==> src/rtl/rc4_pkg.sv <==
// rtl/rc4_pkg.sv - shared types and helpers for the RC4 key search scheduler
package rc4_pkg;

  typedef enum logic [2:0] {IDLE, DISPATCH, RUN, FOUND, EXHAUSTED} sched_state_t;

  localparam int KEY_WIDTH = 24;

  typedef logic [KEY_WIDTH-1:0] key_t;

  // Index width never collapses to zero, so single-core builds still get a 1-bit index.
  function automatic int idx_width(input int n);
    return (n > 1) ? $clog2(n) : 1;
  endfunction

endpackage

==> src/rtl/idle_core_picker.sv <==
// rtl/idle_core_picker.sv - lowest-index priority encoder returning {valid, index}
module idle_core_picker
  import rc4_pkg::*;
#(
  parameter int N  = 4,
  parameter int IW = idx_width(N)
) (
  input  logic [N-1:0]  req,
  output logic          valid,
  output logic [IW-1:0] index
);

  // Walk from the top so the lowest set bit is the last one written.
  always_comb begin
    valid = 1'b0;
    index = '0;
    for (int i = N - 1; i >= 0; i--) begin
      if (req[i]) begin
        valid = 1'b1;
        index = IW'(i);
      end
    end
  end

endmodule

==> src/rtl/key_search_scheduler.sv <==
// rtl/key_search_scheduler.sv - hands untried RC4 keys to idle crack cores, latches the first winner
module key_search_scheduler
  import rc4_pkg::*;
#(
  parameter int                   NUM_CORES = 4,
  parameter int                   KEY_WIDTH = rc4_pkg::KEY_WIDTH,
  parameter logic [KEY_WIDTH-1:0] MAX_KEY   = 24'h3FFFFF
) (
  input  logic                              clk,
  input  logic                              reset,
  input  logic                              start,
  output logic [NUM_CORES-1:0]              core_start,
  output logic [NUM_CORES*KEY_WIDTH-1:0]    core_key,
  input  logic [NUM_CORES-1:0]              core_done,
  input  logic [NUM_CORES-1:0]              core_success,
  output logic                              stop,
  output logic                              busy,
  output logic                              found,
  output logic                              exhausted,
  output logic [KEY_WIDTH-1:0]              found_key,
  output logic [idx_width(NUM_CORES)-1:0]   found_core
);

  localparam int IW = idx_width(NUM_CORES);

  sched_state_t           state, state_n;
  logic [KEY_WIDTH:0]     next_key, next_key_n, max_ext;
  logic [NUM_CORES-1:0]   core_busy, busy_n, busy_eff, done_valid, succ_req, core_start_n;
  logic [KEY_WIDTH-1:0]   key_q [NUM_CORES];
  logic [KEY_WIDTH-1:0]   key_n [NUM_CORES];
  logic                   stop_n, found_n, exh_n, active, keys_left;
  logic [KEY_WIDTH-1:0]   found_key_n;
  logic [IW-1:0]          found_core_n, idle_idx, succ_idx;
  logic                   idle_valid, succ_valid;

  assign max_ext    = {1'b0, MAX_KEY};
  assign active     = (state == DISPATCH) || (state == RUN);
  assign busy       = active;
  assign keys_left  = (next_key <= max_ext);
  // A done from a core we never started is a protocol error and is dropped here.
  assign done_valid = core_done & core_busy;
  assign succ_req   = done_valid & core_success;
  assign busy_eff   = core_busy & ~done_valid;

  idle_core_picker #(.N(NUM_CORES), .IW(IW)) u_idle_pick (
    .req   (~busy_eff),
    .valid (idle_valid),
    .index (idle_idx)
  );

  idle_core_picker #(.N(NUM_CORES), .IW(IW)) u_succ_pick (
    .req   (succ_req),
    .valid (succ_valid),
    .index (succ_idx)
  );

  for (genvar g = 0; g < NUM_CORES; g++) begin : g_key_out
    assign core_key[g*KEY_WIDTH +: KEY_WIDTH] = key_q[g];
  end

  always_comb begin
    state_n      = state;
    next_key_n   = next_key;
    busy_n       = core_busy;
    core_start_n = '0;
    key_n        = key_q;
    stop_n       = stop;
    found_n      = found;
    exh_n        = exhausted;
    found_key_n  = found_key;
    found_core_n = found_core;

    if (start) begin
      // A restart from a live or finished search spends one cycle with stop high to flush the cores.
      state_n    = DISPATCH;
      next_key_n = '0;
      busy_n     = '0;
      stop_n     = (state != IDLE);
      found_n    = 1'b0;
      exh_n      = 1'b0;
    end else if (active) begin
      stop_n = 1'b0;
      busy_n = busy_eff;
      if (succ_valid) begin
        state_n      = FOUND;
        stop_n       = 1'b1;
        found_n      = 1'b1;
        found_key_n  = key_q[succ_idx];
        found_core_n = succ_idx;
      end else begin
        if ((state == DISPATCH) && idle_valid && keys_left) begin
          key_n[idle_idx]        = next_key[KEY_WIDTH-1:0];
          core_start_n[idle_idx] = 1'b1;
          busy_n[idle_idx]       = 1'b1;
          next_key_n             = next_key + 1'b1;
        end
        if ((next_key_n > max_ext) && (busy_n == '0)) begin
          state_n = EXHAUSTED;
          exh_n   = 1'b1;
        end else if ((|(~busy_n)) && (next_key_n <= max_ext)) begin
          state_n = DISPATCH;
        end else begin
          state_n = RUN;
        end
      end
    end
  end

  always_ff @(posedge clk) begin
    if (reset) begin
      state      <= IDLE;
      next_key   <= '0;
      core_busy  <= '0;
      core_start <= '0;
      stop       <= 1'b0;
      found      <= 1'b0;
      exhausted  <= 1'b0;
      found_key  <= '0;
      found_core <= '0;
      for (int i = 0; i < NUM_CORES; i++) key_q[i] <= '0;
    end else begin
      state      <= state_n;
      next_key   <= next_key_n;
      core_busy  <= busy_n;
      core_start <= core_start_n;
      stop       <= stop_n;
      found      <= found_n;
      exhausted  <= exh_n;
      found_key  <= found_key_n;
      found_core <= found_core_n;
      for (int i = 0; i < NUM_CORES; i++) key_q[i] <= key_n[i];
    end
  end

endmodule
==> config.mk <==
export PLATFORM = sky130hd
export DESIGN_NAME = key_search_scheduler
export DESIGN_NICKNAME = d
export VERILOG_FILES = /design/src/rtl/rc4_pkg.sv /design/src/rtl/idle_core_picker.sv /design/src/rtl/key_search_scheduler.sv
export SDC_FILE = /design/constraint.sdc
export NUM_CORES = 1
export LEC_CHECK = 0
export ABC_AREA = 1
export BUFFER_PORTS_ARGS = -buffer_cell sky130_fd_sc_hd__buf_4
export CORE_MARGIN = 5
export CORE_UTILIZATION = 35
export DETAILED_ROUTE_END_ITERATION = 16
export PLACE_DENSITY_LB_ADDON = 0.15
export SYNTH_ARGS = -nofsm -noshare
export SYNTH_HDL_FRONTEND = slang
export SYNTH_SLANG_ARGS = --single-unit
==> constraint.sdc <==
create_clock -name clk -period 3.1 [get_ports clk]
set_clock_uncertainty 0.2 [all_clocks]
set_input_delay 0.31 -clock clk [delete_from_list [all_inputs] [get_ports clk]]
set_output_delay 0.31 -clock clk [all_outputs]
set_load 0.05 [all_outputs]
==> impl_metrics.yaml <==
outcome:
  outcome: "complete, no violations"
die:
  start_util: 0.355
  die_w_um: 151
  rows: 51
  ios: 141
  floorplan.core_area_um2: 19500
  die_h_um: 151
  die_area_um2: 22700
routing:
  wl_um: 23000
  wire_per_inst_um: 17.1
  viasPerCell: 5.03
  dr.first_iter.drc_count: 619
  drc: 0
  drt_pass1_iterations: 6
  ant_nets: 0
  vias: 6781
global_route:
  grt.total_usage: 0.204
  grt_pass1_wl_um: 36100
  overflow: 0
  antenna_found_initial: 0
  grt_max_degree: 98
  grt_pass1_vias: 6417
setup_path:
  cp_max_fo: 43
  crit_chain: "ha_1, nand2_1, nor2_2, nand2_1, nor2_2, nand3_2, a21oi_4, nand3_2, buf_12, o21ai_0, a21oi_1"
  cp.required_ns: 3.19
  startpoint_type: "register"
  slowest_stage: "dfxtp_1"
  worst_path_largest_cell_delay_ns: 0.42
  critPathCaptureType: "register"
  worst-setup-path-type: "reg2reg"
  cp.arrival_ns: 2.72
  r2r_setup_slack_ns: 0.47
clocking:
  numCtsBuffers: 17
  cts_root_buffer: "clkbuf_16"
  cts_tree: "done"
  clk_pin_slew_ns: 0.06
  post_cts_buffers: 0
  cts_sinks: 161
  clkLatencyLatePin_ns: 0.41
  htree_levels: 4
  cts_resized: 0
  holdBufCountCts: 0
  clock_path_buffers: 2
place:
  dp_hpwl_um: 16400
  placed_area_um2: 8260
  port_buffers: 140
  gp_congestion: 0.915
  preCtsSetupSlack_ns: 0.495
sta:
  rsz0062_at_grt: "no"
  layout_setup_ws_ns: 0.468
  slew_violations: 0
  max_slew_margin: 0.658
  setup_violations: 0
  setup_tns_ns: 0
  worst_slew_pin_slew_ns: 0.509
  hold_viol: 0
  fmaxAchievable_mhz: 380
  post-route-min-period_ns: 2.63
  period_share: 0.849
yosys:
  synth_area_per_cell_um2: 7.28
  synth-seq-cells: 161
  synth_ff_type: "dfxtp_1"
  synth-seq-area-share: 0.466
  yosysWarnings: 0
  async_reset_ff_frac: 0
  synth-edff-count: 0
  synth_fp_nets: 962
  synth_area_um2: 6910
  yosysUniqueCellTypes: 29
  yosysTopAreaCell: "dfxtp_1"
  yosysTopAreaCellShare: 0.466
  synth_area_leaders: "dfxtp_1 (47%), a21oi_1 (12%), o21ai_0 (10%)"
  synthCells: 950
final_layout:
  antenna_cells: 0
  area_delta_synth_final_pct: 28.5
  fin_area_um2: 8880
  final_core_util: 0.457
  nFillCells: 1982
  fin_nets: 1082
  drive_gt1_frac: 0.194
power_and_ir_drop:
  p_total_w: 0.00470
  power_leakage_nw: 3.62
  power.density_nw_per_um2: 529
  peakVddDrop_mv: 0.377
worst_hold_path:
  min_path_type: "in2reg"
job:
  max_cap_violations: 0
-- flip-flops by register name (all words and copies together), names as in the netlist --
name        count
found           1
core_start      4
exhausted       1
found_core      2
stop            1
state           3
next_key       25
core_key       96
found_key      24
core_busy       4
-- layout by cell type, fill, tap and decap left out --
| cell | Yosys | routed |
|---|---|---|
| buf_4 | 3 | 159 |
| a31oi_1 | 4 | 4 |
| clkinvlp_4 | 0 | 3 |
| nand3_1 | 42 | 42 |
| dfxtp_1 | 161 | 161 |
| clkinv_4 | 0 | 1 |
| o211ai_1 | 24 | 24 |
| nand3_2 | 3 | 3 |
| nand2_1 | 97 | 96 |
| buf_12 | 0 | 4 |
| o21ai_1 | 9 | 9 |
| nor2_2 | 5 | 5 |
| xnor2_1 | 1 | 1 |
| o21ai_0 | 143 | 143 |
| clkinv_2 | 0 | 1 |
| a21oi_2 | 0 | 1 |
| o21a_1 | 2 | 2 |
| clkbuf_1 | 49 | 3 |
| a21oi_1 | 161 | 160 |
| inv_1 | 129 | 128 |
| nor4_1 | 1 | 1 |
| clkbuf_16 | 0 | 17 |
| nand4_1 | 8 | 8 |
| bufinv_16 | 0 | 4 |
| inv_2 | 3 | 4 |
| nor2_1 | 72 | 71 |
| ha_1 | 1 | 1 |
| nand2_2 | 2 | 3 |
| nor3b_1 | 3 | 3 |
| a21oi_4 | 1 | 1 |
| xor2_1 | 5 | 5 |
| clkbuf_8 | 0 | 2 |
| nor3_1 | 10 | 10 |
| nor2_4 | 1 | 2 |
-- final timing paths --
| path | from | end | cells past startpoint |
|---|---|---|---|
| hold / removal | reset | core_key[47]$_SDFFE_PP0P_ | 2 |
| setup reg to reg | next_key[1]$_SDFFE_PP0P_ | core_key[54]$_SDFFE_PP0P_ | 11 |
| setup / recovery | next_key[1]$_SDFFE_PP0P_ | core_key[54]$_SDFFE_PP0P_ | 11 |
| hold reg to reg | next_key[23]$_SDFFE_PP0P_ | next_key[23]$_SDFFE_PP0P_ | 2 |
-- layout make-up --
class,instances,area (um2),share of cell area
sequential,161,3220,0.363
multi-input combinational,595,2940,0.331
clock inverter,9,156,0.0176
inverter,132,495,0.0558
timing repair buffer,163,1270,0.143
tap,265,332,0.0373
clock buffer,22,464,0.0522
-- stage by stage --
step | hold slack (ns) | std cells
after floorplan | 0.216 | 950
after global placement | 0.223 | 1316
after detailed placement | 0.230 | 1316
after CTS | 0.0639 | 1347
after global routing | 0.0797 | 1347
final | 0.0801 | 1347
-- critical path: cells and delay by family, from the launching register on --
family          cells  cell delay (ns)
fa+ha+maj           1             0.20
flops               1             0.42
simple gates        6             0.81
compound gates      3             0.63
buf+inv             1             0.23
-- Yosys cell counts (4+ instances only) --
library cell,count
a21oi_1,161
o21ai_1,9
nand2_1,97
nor3_1,10
o211ai_1,24
a31oi_1,4
xor2_1,5
nor2_1,72
clkbuf_1,49
nor2_2,5
nand4_1,8
buf_2,7
inv_1,129
o21ai_0,143
dfxtp_1,161
nand3_1,42
-- routing by layer --
metal	up-vias	track usage	part of all wire
li1	3395	-	-
met1	3150	0.296	0.48
met2	214	0.309	0.45
met3	22	0.0394	0.062
met4	0	0.0540	0.017
met5	-	0	0
-- cells by family (layout without fill, tap and decap cells) --
logic type | count (synthesis) | count (layout) | share of synthesized area
AOI/OAI and AO/OA | 344 | 344 | 0.261
xor gates and xnor gates | 6 | 6 | 0.00760
adders and majority gates | 1 | 1 | 0.00181
buffers and inverters | 194 | 326 | 0.110
DFF | 161 | 161 | 0.466
and+or+nand+nor | 244 | 244 | 0.153
-- power by group --
group	internal, W	total, W	switching (W)
clock network	0.00139	0.00222	0.000831
logic	0.0000989	0.000355	0.000256
registers	0.00210	0.00213	0.0000254
Note: power is estimated with default switching activity, not from simulation.
